<file path="src/rtl/stack_arbiter_ctrl.sv">
`default_nettype none
// ============================================================================
// Module   : stack_arbiter_ctrl
// Purpose  : Shares one LIFO store between two requesters (r0 = call/return,
//            r1 = interrupt/exception context). Fixed priority r1 over r0.
//            Occupancy is pre-checked before each 1..4 word burst, and the
//            store strobes are driven one word per cycle. Pop data is
//            returned in LIFO order, and a sticky fault is raised when the
//            store flags disagree with the controller's view.
// Ports    : clock, reset         - clock and synchronous active-high reset
//            rN_req/op/len/wdata  - requester N burst request (N = 0, 1)
//            rN_gnt/word/rvalid/rdata/done/err - requester N burst responses
//            stk_push/pop/din     - store strobes and write data
//            stk_dout/full/empty  - store read data (registered) and flags
//            count, fault         - occupancy and sticky flag-mismatch
// Revision : 1.0 - initial release
// ============================================================================
module stack_arbiter_ctrl #(
  parameter int WIDTH = 32,
  parameter int DEPTH = 32,
  parameter int CNT_W = 6
) (
  input  logic             clock,
  input  logic             reset,
  input  logic             r0_req,
  input  logic             r0_op,
  input  logic [1:0]       r0_len,
  input  logic [WIDTH-1:0] r0_wdata,
  output logic             r0_gnt,
  output logic             r0_word,
  output logic             r0_rvalid,
  output logic [WIDTH-1:0] r0_rdata,
  output logic             r0_done,
  output logic             r0_err,
  input  logic             r1_req,
  input  logic             r1_op,
  input  logic [1:0]       r1_len,
  input  logic [WIDTH-1:0] r1_wdata,
  output logic             r1_gnt,
  output logic             r1_word,
  output logic             r1_rvalid,
  output logic [WIDTH-1:0] r1_rdata,
  output logic             r1_done,
  output logic             r1_err,
  output logic             stk_push,
  output logic             stk_pop,
  output logic [WIDTH-1:0] stk_din,
  input  logic [WIDTH-1:0] stk_dout,
  input  logic             stk_full,
  input  logic             stk_empty,
  output logic [CNT_W-1:0] count,
  output logic             fault
);

  localparam logic [2:0] c_IDLE = 3'd0;
  localparam logic [2:0] c_PUSH = 3'd1;
  localparam logic [2:0] c_POP  = 3'd2;
  localparam logic [2:0] c_LAST = 3'd3;
  localparam logic [2:0] c_DONE = 3'd4;
  localparam logic [2:0] c_ERR  = 3'd5;

  logic [2:0]       state_q, state_d;
  logic             sel_q, sel_d;      // 1: requester 1 owns the burst
  logic [1:0]       beats_q, beats_d;  // words remaining minus one
  logic [CNT_W-1:0] count_q, count_d;
  logic             fault_q, fault_d;
  logic             rvalid_q;          // a pop was issued last cycle

  logic             w_sel;
  logic             w_op;
  logic [1:0]       w_len;
  logic [CNT_W:0]   w_n;
  logic             w_push_ok;
  logic             w_pop_ok;
  logic             w_push;
  logic             w_pop;
  logic             w_done;

  // Winner of arbitration: r1 has priority whenever it is requesting.
  assign w_sel = r1_req;
  assign w_op  = w_sel ? r1_op  : r0_op;
  assign w_len = w_sel ? r1_len : r0_len;
  assign w_n   = {{(CNT_W - 1){1'b0}}, w_len} + (CNT_W + 1)'(1);

  // One extra bit so count + N cannot overflow during the capacity check.
  assign w_push_ok = ({1'b0, count_q} + w_n) <= (CNT_W + 1)'(DEPTH);
  assign w_pop_ok  = {1'b0, count_q} >= w_n;

  assign w_push = (state_q == c_PUSH);
  assign w_pop  = (state_q == c_POP);
  assign w_done = (state_q == c_DONE) || (state_q == c_LAST) || (state_q == c_ERR);

  always_comb begin
    state_d = state_q;
    sel_d   = sel_q;
    beats_d = beats_q;
    count_d = count_q;
    case (state_q)
      c_IDLE: begin
        if (r0_req || r1_req) begin
          sel_d   = w_sel;
          beats_d = w_len;
          if (w_op) state_d = w_pop_ok  ? c_POP  : c_ERR;
          else      state_d = w_push_ok ? c_PUSH : c_ERR;
        end
      end
      c_PUSH: begin
        count_d = count_q + 1'b1;
        if (beats_q == 2'd0) state_d = c_DONE;
        else                 beats_d = beats_q - 1'b1;
      end
      c_POP: begin
        count_d = count_q - 1'b1;
        if (beats_q == 2'd0) state_d = c_LAST;
        else                 beats_d = beats_q - 1'b1;
      end
      default: state_d = c_IDLE;  // LAST, DONE, ERR and any illegal code
    endcase
  end

  // Sticky: store disagrees with an issued strobe, or claims room while the
  // controller believes it is full.
  assign fault_d = fault_q
                 | (w_push & stk_full)
                 | (w_pop  & stk_empty)
                 | ((state_q == c_IDLE) && (count_q == CNT_W'(DEPTH)) && !stk_full);

  always_ff @(posedge clock) begin
    if (reset) begin
      state_q  <= c_IDLE;
      sel_q    <= 1'b0;
      beats_q  <= 2'd0;
      count_q  <= '0;
      fault_q  <= 1'b0;
      rvalid_q <= 1'b0;
    end else begin
      state_q  <= state_d;
      sel_q    <= sel_d;
      beats_q  <= beats_d;
      count_q  <= count_d;
      fault_q  <= fault_d;
      rvalid_q <= w_pop;
    end
  end

  // Store read data is registered, so rvalid trails each pop strobe by one.
  assign stk_push  = w_push;
  assign stk_pop   = w_pop;
  assign stk_din   = w_push ? (sel_q ? r1_wdata : r0_wdata) : '0;

  assign r0_gnt    = (w_push | w_pop) & ~sel_q;
  assign r1_gnt    = (w_push | w_pop) &  sel_q;
  assign r0_word   = w_push & ~sel_q;
  assign r1_word   = w_push &  sel_q;
  assign r0_rvalid = rvalid_q & ~sel_q;
  assign r1_rvalid = rvalid_q &  sel_q;
  assign r0_rdata  = r0_rvalid ? stk_dout : '0;
  assign r1_rdata  = r1_rvalid ? stk_dout : '0;
  assign r0_done   = w_done & ~sel_q;
  assign r1_done   = w_done &  sel_q;
  assign r0_err    = (state_q == c_ERR) & ~sel_q;
  assign r1_err    = (state_q == c_ERR) &  sel_q;

  assign count     = count_q;
  assign fault     = fault_q;

endmodule
`default_nettype wire

</file>
<file path="config.mk">
export PLATFORM = sky130hd
export DESIGN_NAME = stack_arbiter_ctrl
export DESIGN_NICKNAME = d
export VERILOG_FILES = /design/src/rtl/stack_arbiter_ctrl.sv
export SDC_FILE = /design/constraint.sdc
export NUM_CORES = 1
export LEC_CHECK = 0
export BUFFER_PORTS_ARGS = -buffer_cell sky130_fd_sc_hd__buf_2
export CAP_MARGIN = 25
export CORE_AREA = 5 5 82 84
export CTS_CLUSTER_SIZE = 25
export DETAILED_ROUTE_END_ITERATION = 16
export DIE_AREA = 0 0 87 89
export GPL_TIMING_DRIVEN = 0
export HOLD_SLACK_MARGIN = 0.06
export PLACE_DENSITY = 0.83
export RECOVER_POWER = 25
export SLEW_MARGIN = 15
export SYNTH_ARGS = -nofsm -noshare
export SYNTH_HDL_FRONTEND = slang
export SYNTH_SLANG_ARGS = --single-unit
</file>
<file path="constraint.sdc">
create_clock -name clock -period 4.3 [get_ports clock]
set_input_delay 0 -clock clock [delete_from_list [all_inputs] [get_ports clock]]
set_output_delay 0 -clock clock [all_outputs]
set_load 0.05 [all_outputs]
</file>
==> impl_metrics.ini, run 1 <==
[yosys]
synth_most_common_cell = nor2_1
avgSynthCellArea_um2 = 7.24
syn_area_mm2 = 0.00212
synthArstFlopShare_pct = 0
synth_edf_count = 0
ys_ff_latch = 14
yosysSeqAreaShare_pct = 13.2
yosys_warnings = 0
synth.area.top_cells = mux2i_1 17%, dfxtp_1 13%, and2_1 10%
yosys.area.top_type = mux2i_1
synth_nets = 415
synth_cell_type_count = 51
synth_top_flop_cell = dfxtp_1
synth_common_cells = 50 x nor2_1, 35 x mux2i_1, 34 x and2_1
synth_top_area_share_pct = 16.5
postSynthCellCount = 293

[routing]
routed_via_density = 4.94
dr_total_vias = 2988
drc = 0
firstDrtPassIters = 4
drt-wirelength-per-cell_um = 17.1
drt_iter0_drc = 93
postRouteAntennaNets = 0
wirelength_um = 10400

[cts]
cts_resized = 0
cts.sinks = 14
clockBufferDepth = 2
clk_pin_slew_ns = 0.06
cts_tree = yes
insertion_delay_ns = 0.24
htree_levels = 1
cts_root_buffer = clkbuf_8
cts_made_buffers = 3

[outcome]
status = finished clean

[setup_path]
crit_arrival_ns = 3.25
crit_fanout = 10
path_cells = buf_4 -> nand2b_1 -> a21oi_1 -> nand2_4 -> inv_1 -> a221oi_1 -> dlygate4sd3_1 -> a21oi_1 -> dlygate4sd3_1
cp_slowest_cell = a21oi_1
crit_required_ns = 4.49
worst-r2r-cell-count = 9
reg2reg_from = state_q[1]
crit_path_start_kind = flop
critPathCaptureType = flop
timing.rr.end = fault
crit_path_max_incr_delay_ns = 0.72
worst-setup-path-type = reg -> reg
reg2reg_slack_ns = 1.24

[global_routing]
grt_antenna_before_repair = 19
grt-ovfl-total = 0
busiest_layer = met2
use_met3_pct = 17.5
grt_usage_pct = 24.1
grt_max_degree = 11
grtUsageMet1_pct = 26.9
grt_pass1_vias = 2897
grt_use_met2_pct = 38.5
grt_pass1_wl_um = 14600

[floorplan]
die-area_mm2 = 0.00774
start_util_pct = 36.2
placementRows = 28
die_x_um = 87
core_mm2 = 0.00585
io_pins = 223
die_h_um = 89

[timing]
period_minus_slack_ns = 3.06
tightest_slew_ns = 0.851
max_clock_freq_mhz = 327
relSlewSlack_pct = 43.3
final_max_slew_viol_count = 0
setup_tns_ns = 0
rsz0062_at_grt = no
whs_ns = 0.0876
clock_skew_ns = 0.00147
setup_ws_ns = 1.24
finalCritPeriodShare_pct = 71.1
setup_violations = 0
finalHoldViolations = 0

[power_and_ir_drop]
powerDensity_mw_per_mm2 = 581
peakVddDrop_v = 0.000527
leakage_nw = 1.98
total_power_mw = 1.97

[placed_design]
io_buffer_count = 222
hpwl_um = 9080
gp_congestion = 0.920
dp_slack_ns = 1.46

[finish]
drive_gt1_share_pct = 40.9
nFillCells = 588
syn_to_final_growth_pct = 59.8
multi_input_comb_area_mm2 = 0.00167
seq_area_um2 = 280
nNetsFinal = 646

[hold_path]
min_to = sel_q
hp-class = in -> reg
min_path_cells = 4
hold_path_startpoint = r0_req

[run]
drv_cap = 0
-- worst max path at each step --
stage / start / to / slack [ns] / cells after the start
floorplan: state_q[0] / count[5] / 1.46 / 10
global placement: r1_req / state_q[2] / 1.52 / 11
detailed placement: state_q[2] / count[5] / 1.46 / 10
CTS: state_q[2] / count[5] / 1.41 / 10
global route: state_q[1] / fault / 1.05 / 9
finish: state_q[1] / fault / 1.24 / 9
-- what timing repair did --
item,CTS,global route
endpoints found under the hold margin,2,0
hold buffers,4,0
setup buffers,0,0
-- routing by layer --
metal / vias up / wire length (um)
met5: - / 139
met2: 151 / 4610
li1: 1487 / -
met3: 32 / 1620
met4: 24 / 144
met1: 1294 / 3850
-- cell type report --
class / instances / share of cell area (%)
multi-input cells: 243 / 49.4
repair buffers: 226 / 32.9
flip-flops and latches: 14 / 8.27
plain buffers: 22 / 2.95
well taps: 75 / 2.77
clock buffers: 4 / 1.62
inverters: 14 / 1.55
diodes: 7 / 0.517
-- through the flow --
step / util, % / area [um2] / std cells
CTS: 58.5 / 3420 / 598
finish: 57.9 / 3390 / 605
detailed placement: 56.8 / 3330 / 590
global route: 57.9 / 3390 / 605
global placement: 56.8 / 3330 / 590
floorplan: - / 2120 / 293
-- kinds of logic (layout without fill, tap and decap cells) --
kind of cell	count (synthesis)	after routing	share of synthesized area, %
adders and majority gates	14	14	8.97
DFF	14	14	13.2
AOI/OAI and AO/OA	33	33	11.8
other	0	7	0
xor gates and xnor gates	3	3	1.24
and+or+nand+nor	153	153	38.4
buffers and inverters	36	266	7.20
muxes	40	40	19.2
-- cell usage in the layout, fill, tap and decap left out, types with 2 or more instances in the layout --
master | netlist | layout
dlygate4sd3_1 | 0 | 4
nor3_1 | 9 | 9
nand2b_1 | 2 | 3
buf_2 | 5 | 198
nor2_1 | 50 | 50
a21oi_1 | 7 | 8
a211oi_1 | 3 | 3
clkbuf_8 | 0 | 4
ha_1 | 12 | 12
and3_1 | 32 | 32
o31a_1 | 2 | 2
nand2_1 | 9 | 9
diode_2 | 0 | 7
and2_1 | 34 | 34
dfxtp_1 | 14 | 14
nor2b_1 | 4 | 4
nor4_1 | 2 | 2
a21o_1 | 2 | 2
o21ai_0 | 3 | 3
mux2_2 | 5 | 5
inv_1 | 14 | 14
o21bai_1 | 3 | 3
fa_1 | 2 | 2
clkbuf_1 | 14 | 43
mux2i_1 | 35 | 35
xnor2_1 | 2 | 2
-- critical path, delay by kind of cell, from the launching register on --
kind,cells,cell delay (ns)
buffers and inverters,4,1.40
AO/OA/AOI/OAI,3,0.90
AND/OR/NAND/NOR,2,0.41
flip-flops,1,0.30
-- flip-flops by register name (all words and copies together) (netlist names) --
name and flops:
count 6, state_q 3, beats_q 2, fault 1
rvalid_q 1, sel_q 1
-- where the power goes --
part           leakage [nW]  total (mW)  switching, mW  internal, mW
Sequential            0.115       0.203         0.0348         0.168
Combinational          1.83        1.64           1.18         0.456
Clock                0.0288       0.129         0.0478        0.0811
(Power assumes the default switching activity.)
==> inputs of run 2 (changes only) <==
- CORE_AREA: 5 5 82 84 -> unset
- CORE_MARGIN: unset -> 5
- CORE_UTILIZATION: unset -> 36
- DIE_AREA: 0 0 87 89 -> unset
- PLACE_DENSITY: 0.83 -> 0.82
- clock period: 4.3 -> 2.87 ns (I/O delays scaled with it)
==> run 2 against run 1 <==
  * Setup slack worse by 1.0 ns
  * Sequential power up 57%
  * Cell area down 0.33%
  * Die area down 2.8%
  * Hold slack worse by 0.016 ns
  * Clock power up 55%
  * Highest routed layer unchanged
  * Clock skew up 0.0031 ns
  * Largest power group unchanged
  * Total power up 49%
==> impl_metrics.ini, run 2 (synthesis results as in run 1) <==
[global_routing]
grt_antenna_before_repair = 18
grt_pass1_vias = 2857
grtUsageMet1_pct = 29.4
grt_pass1_wl_um = 14900
grt_usage_pct = 25.5
grt-ovfl-total = 0
grt_use_met2_pct = 39.4
busiest_layer = met2
grt_max_degree = 11
use_met3_pct = 18.5

[power_and_ir_drop]
seqPwrFrac_pct = 10.9
powerDensity_mw_per_mm2 = 868
p_clk_share_pct = 6.8
swShare_pct = 64.5
peakVddDrop_v = 0.000723
intPower_mw = 1.04
leakage_nw = 1.98
p_sw_mw = 1.89
p_comb_share_pct = 82.3

[finish]
nNetsFinal = 643
final_common_cell = buf_2
finish.utilization_pct = 58.1
nFillCells = 560
largest_register_ffs = 6
syn_to_final_growth_pct = 59.2
seq_area_um2 = 280
multi_input_comb_area_mm2 = 0.00169
layout_common_cells = 198 x buf_2, 50 x nor2_1, 42 x clkbuf_1
drive_gt1_share_pct = 41.5

[routing]
drc = 0
drt-wirelength-per-cell_um = 17.3
wirelength_um = 10400
firstDrtPassIters = 4
drt_iter0_drc = 90
routed_via_density = 5.09
dr_total_vias = 3063
postRouteAntennaNets = 0

[outcome]
status = finished clean

[timing]
clock_skew_ns = 0.00453
finalCritPeriodShare_pct = 92.2
setup_violations = 0
final_max_slew_viol_count = 0
rsz0062_at_grt = no
tightest_slew_ns = 0.867
period_minus_slack_ns = 2.65
finalHoldViolations = 0
max_clock_freq_mhz = 378
relSlewSlack_pct = 42.2
setup_tns_ns = 0

[setup_path]
worst-setup-path-type = reg -> reg
critPathCaptureType = flop
timing.rr.end = count[5]
crit_arrival_ns = 2.78
crit_path_start_kind = flop
worst-r2r-cell-count = 10
crit_fanout = 9
reg2reg_from = state_q[0]
reg2reg_slack_ns = 0.22
crit_required_ns = 3.01

[floorplan]
die-area_mm2 = 0.00753
die_h_um = 86.8
start_util_pct = 36.5
die_x_um = 86.8
io_pins = 223
core_mm2 = 0.00582
placementRows = 28

[cts]
cts_made_buffers = 3
insertion_delay_ns = 0.25
cts_tree = yes
clk_pin_slew_ns = 0.07
cts.sinks = 14
clockBufferDepth = 2
htree_levels = 1
cts_root_buffer = clkbuf_8
post_cts_buffers = 0

[hold_path]
hold_path_startpoint = stk_full
min_path_cells = 3
hp-class = in -> reg
min_to = fault

[run]
drv_cap = 0

[placed_design]
gp_congestion = 0.904
io_buffer_count = 222
hpwl_um = 9100
run 2: what timing repair did:
action	in CTS	in global routing
endpoints found under the hold margin	2	0
endpoints found under the setup margin	0	1
hold buffers	2	0
gates resized for setup	0	3
run 2: worst max path at each step:
stage	cells past startpoint	endpoint	from	slack [ns]
finish	10	count[5]	state_q[0]	0.22
detailed placement	11	state_q[2]	r1_req	0.02
floorplan	10	count[5]	state_q[0]	0.03
global route	10	count[5]	state_q[0]	0.06
global placement	11	state_q[2]	r1_req	0.08
CTS	10	count[5]	state_q[2]	0.005
run 2: layer usage:
metal / up-vias / routed length [um]
li1: 1475 / -
met5: - / 194
met3: 35 / 1730
met4: 26 / 98
met1: 1360 / 3800
met2: 167 / 4600
run 2: layout make-up:
type,count,share of cell area [%]
diodes,7,0.519
plain buffers,21,2.85
clock buffers,4,1.63
inverters,14,1.56
multi-input cells,243,49.9
flip-flops and latches,14,8.30
well taps,75,2.78
repair buffers,224,32.4
run 2: power by group through the flow:
stage	Sequential (mW)	Combinational [mW]	Clock, mW
global placement	0.304	2.40	0
global route	0.328	2.58	0.213
floorplan	0.380	1.80	0
CTS	0.304	2.45	0.202
detailed placement	0.306	2.44	0
finish	0.319	2.41	0.200
run 2: worst max-delay path, stage by stage (launching register included):
cell	delay (ns)
dfxtp_1	0.30
buf_2	0.17
nand2b_1	0.19
nand2b_4	0.20
inv_1	0.13
ha_1	0.36
a211oi_2	0.28
o21bai_1	0.11
a21oi_1	0.22
mux2i_1	0.22
mux2_2	0.34
run 2: metrics by stage:
stage	cells	hold slack (ns)	worst slack, ns	total power [mW]	area (um2)
2_1_floorplan	293	0.0771	0.0267	2.18	2120
3_3_place_gp	590	0.278	0.0768	2.71	3330
3_5_place_dp	590	0.283	0.0177	2.74	3330
4_1_cts	596	0.0723	0.00480	2.95	3400
5_1_grt	600	0.0900	0.0593	3.12	3370
6_report	602	0.0716	0.225	2.93	3380
==> inputs of run 3 (changes only) <==
--- a/constraint.sdc
+++ b/constraint.sdc
@@ -3,2 +3,2 @@
 set_output_delay 0 -clock clock [all_outputs]
-set_load 0.05 [all_outputs]
+set_load 0.005 [all_outputs]
==> run 3 against run 2 <==
  * Fmax is 2.5% lower
  * Sequential share of layout area down 0.073 points
  * Non-clock buffer count unchanged
  * Sequential power about the same
  * Count of clock-buffer cells in the layout unchanged
  * Routed wire length about the same
  * Cell count increased by 0.17%
  * Hold slack better by 0.0050 ns
  * Die area unchanged
  * Register-to-register slack got worse by 0.07 ns
  * Critical path type unchanged
  * Largest power group unchanged
  * Highest routed layer unchanged
==> impl_metrics.ini, run 3 (synthesis results as in run 1) <==
[outcome]
status = finished clean

[setup_path]
critPathCaptureType = flop
crit_path_max_incr_delay_ns = 0.36
timing.rr.end = count[5]
crit_path_start_kind = flop
worst-setup-path-type = reg -> reg
crit_cells = 10
reg2reg_from = state_q[0]
worstSetupStartpoint = state_q[0]
cp_slowest_cell = ha_1
endpoint = count[5]
worst-path-buf-inv = 2
cpLargestDelayFamily = compound AO/OA/AOI/OAI gates
crit_arrival_ns = 2.85
worst-r2r-cell-count = 10
crit_fanout = 9
reg2reg_slack_ns = 0.16
path_cells = buf_2 -> nand2b_1 -> nand2b_4 -> inv_1 -> ha_1 -> a211oi_2 -> o21bai_1 -> a21oi_1 -> mux2i_1 -> mux2_2
crit_required_ns = 3.01

[floorplan]
core_mm2 = 0.00582
die-area_mm2 = 0.00753
io_pins = 223
start_util_pct = 36.5
die_x_um = 86.8
placementRows = 28
die_h_um = 86.8

[routing]
drt-wirelength-per-cell_um = 17.3
top_layer = met5
firstDrtPassIters = 4
route.met3.wl_um = 1650
drt_iter0_drc = 122
wirelength_um = 10400
drc = 0
wl_met2_um = 4560
dr_total_vias = 3048
routed_via_density = 5.05
drt-met1-wl_um = 3900
postRouteAntennaNets = 0

[timing]
setup_violations = 0
tightest_slew_ns = 0.698
max_clock_freq_mhz = 369
period_minus_slack_ns = 2.71
finalHoldViolations = 0
final_max_slew_viol_count = 0
relSlewSlack_pct = 53.5
finalCritPeriodShare_pct = 94.5
clock_skew_ns = 0.00455

[power_and_ir_drop]
p_clk_share_pct = 9.9
seqPwrFrac_pct = 16.0
intPower_mw = 1.04
p_comb_share_pct = 74.1
p_sw_uw = 975
peakVddDrop_v = 0.000336
powerDensity_mw_per_mm2 = 592
swShare_pct = 48.3
leakage_nw = 2.03

[finish]
finish.utilization_pct = 58.6
stdcell_count = 603
layout_common_cells = 211 x buf_2, 50 x nor2_1, 35 x mux2i_1
syn_to_final_growth_pct = 60.6
nNetsFinal = 643
final_common_cell = buf_2
drive_gt1_share_pct = 44.2
largest_register_ffs = 6

[cts]
cts.sinks = 14
htree_levels = 1
insertion_delay_ns = 0.25
cts_tree = yes
cts_root_buffer = clkbuf_8
clockBufferDepth = 2
cts_made_buffers = 3
clk_pin_slew_ns = 0.07
post_cts_buffers = 0

[global_routing]
grt_pass1_wl_um = 14900
grt_pass1_vias = 2857
grt_usage_pct = 25.5
grt_antenna_before_repair = 18
grt-ovfl-total = 0
grt_max_degree = 11

[hold_path]
hold_path_startpoint = stk_full
hp-class = in -> reg

[placed_design]
hpwl_um = 9100
io_buffer_count = 222
gp_congestion = 0.904
placed_cells = 590

[run]
drv_cap = 0
[run 3: cell types whose count changed in the layout (fill, tap and decap cells not counted), sizes merged]
| cell | before | now |
|---|---|---|
| diode | 7 | 8 |
| buf | 201 | 214 |
| clkbuf | 46 | 33 |
[run 3: layout make-up]
cell class              count  area, um2
fillers                   550       2410
multi-input cells         243       1700
diodes                      8       20.0
clock buffers               4       55.1
plain buffers              21       95.1
flip-flops and latches     14        280
repair buffers            224       1110
inverters                  14       52.6
well taps                  75       93.8
[run 3: worst reg2reg max path: stages (launching register included)]
cell and delay (ns):
dfxtp_1 0.30, buf_2 0.17, nand2b_1 0.23, nand2b_4 0.22, inv_1 0.13, ha_1 0.36, a211oi_2 0.29, o21bai_1 0.12
a21oi_1 0.22, mux2i_1 0.22, mux2_2 0.34
[run 3: how the worst min path moves through the flow]
stage	to	slack [ns]	cells past startpoint
finish	fault	0.08	3
global route	fault	0.09	4
CTS	fault	0.07	4
detailed placement	state_q[1]	0.28	2
global placement	state_q[1]	0.28	2
floorplan	state_q[1]	0.08	1
[run 3: power by group through the flow]
stage,Combinational (mW),Sequential [mW],Clock [mW]
5_1_grt,1.66,0.332,0.213
3_3_place_gp,1.47,0.304,0
3_5_place_dp,1.50,0.306,0
6_report,1.50,0.322,0.200
4_1_cts,1.51,0.304,0.202
2_1_floorplan,0.962,0.297,0
[run 3: stage by stage]
step / area, um2 / worst slack (ns) / power [mW] / setup TNS (ns) / hold slack (ns)
2_1_floorplan: 2120 / 0.348 / 1.26 / 0 / 0.0771
3_3_place_gp: 3330 / 0.0768 / 1.77 / 0 / 0.278
3_5_place_dp: 3330 / 0.0177 / 1.81 / 0 / 0.283
4_1_cts: 3400 / 0.00480 / 2.02 / 0 / 0.0723
5_1_grt: 3400 / -0.00335 / 2.20 / -0.00335 / 0.0900
6_report: 3410 / 0.156 / 2.02 / 0 / 0.0766
[run 3: what timing repair did]
item | 4_1_cts | 5_1_grt
resized for setup | 0 | 3
setup endpoints to repair | 0 | 1
hold buffers | 2 | 0
hold endpoints to repair | 2 | 0
[run 3: metal layers]
layer | up-vias | track usage, %
li1 | 1476 | -
met1 | 1350 | 29.4
met3 | 35 | 18.5
met2 | 161 | 39.4
met5 | - | 0
met4 | 26 | 2.97
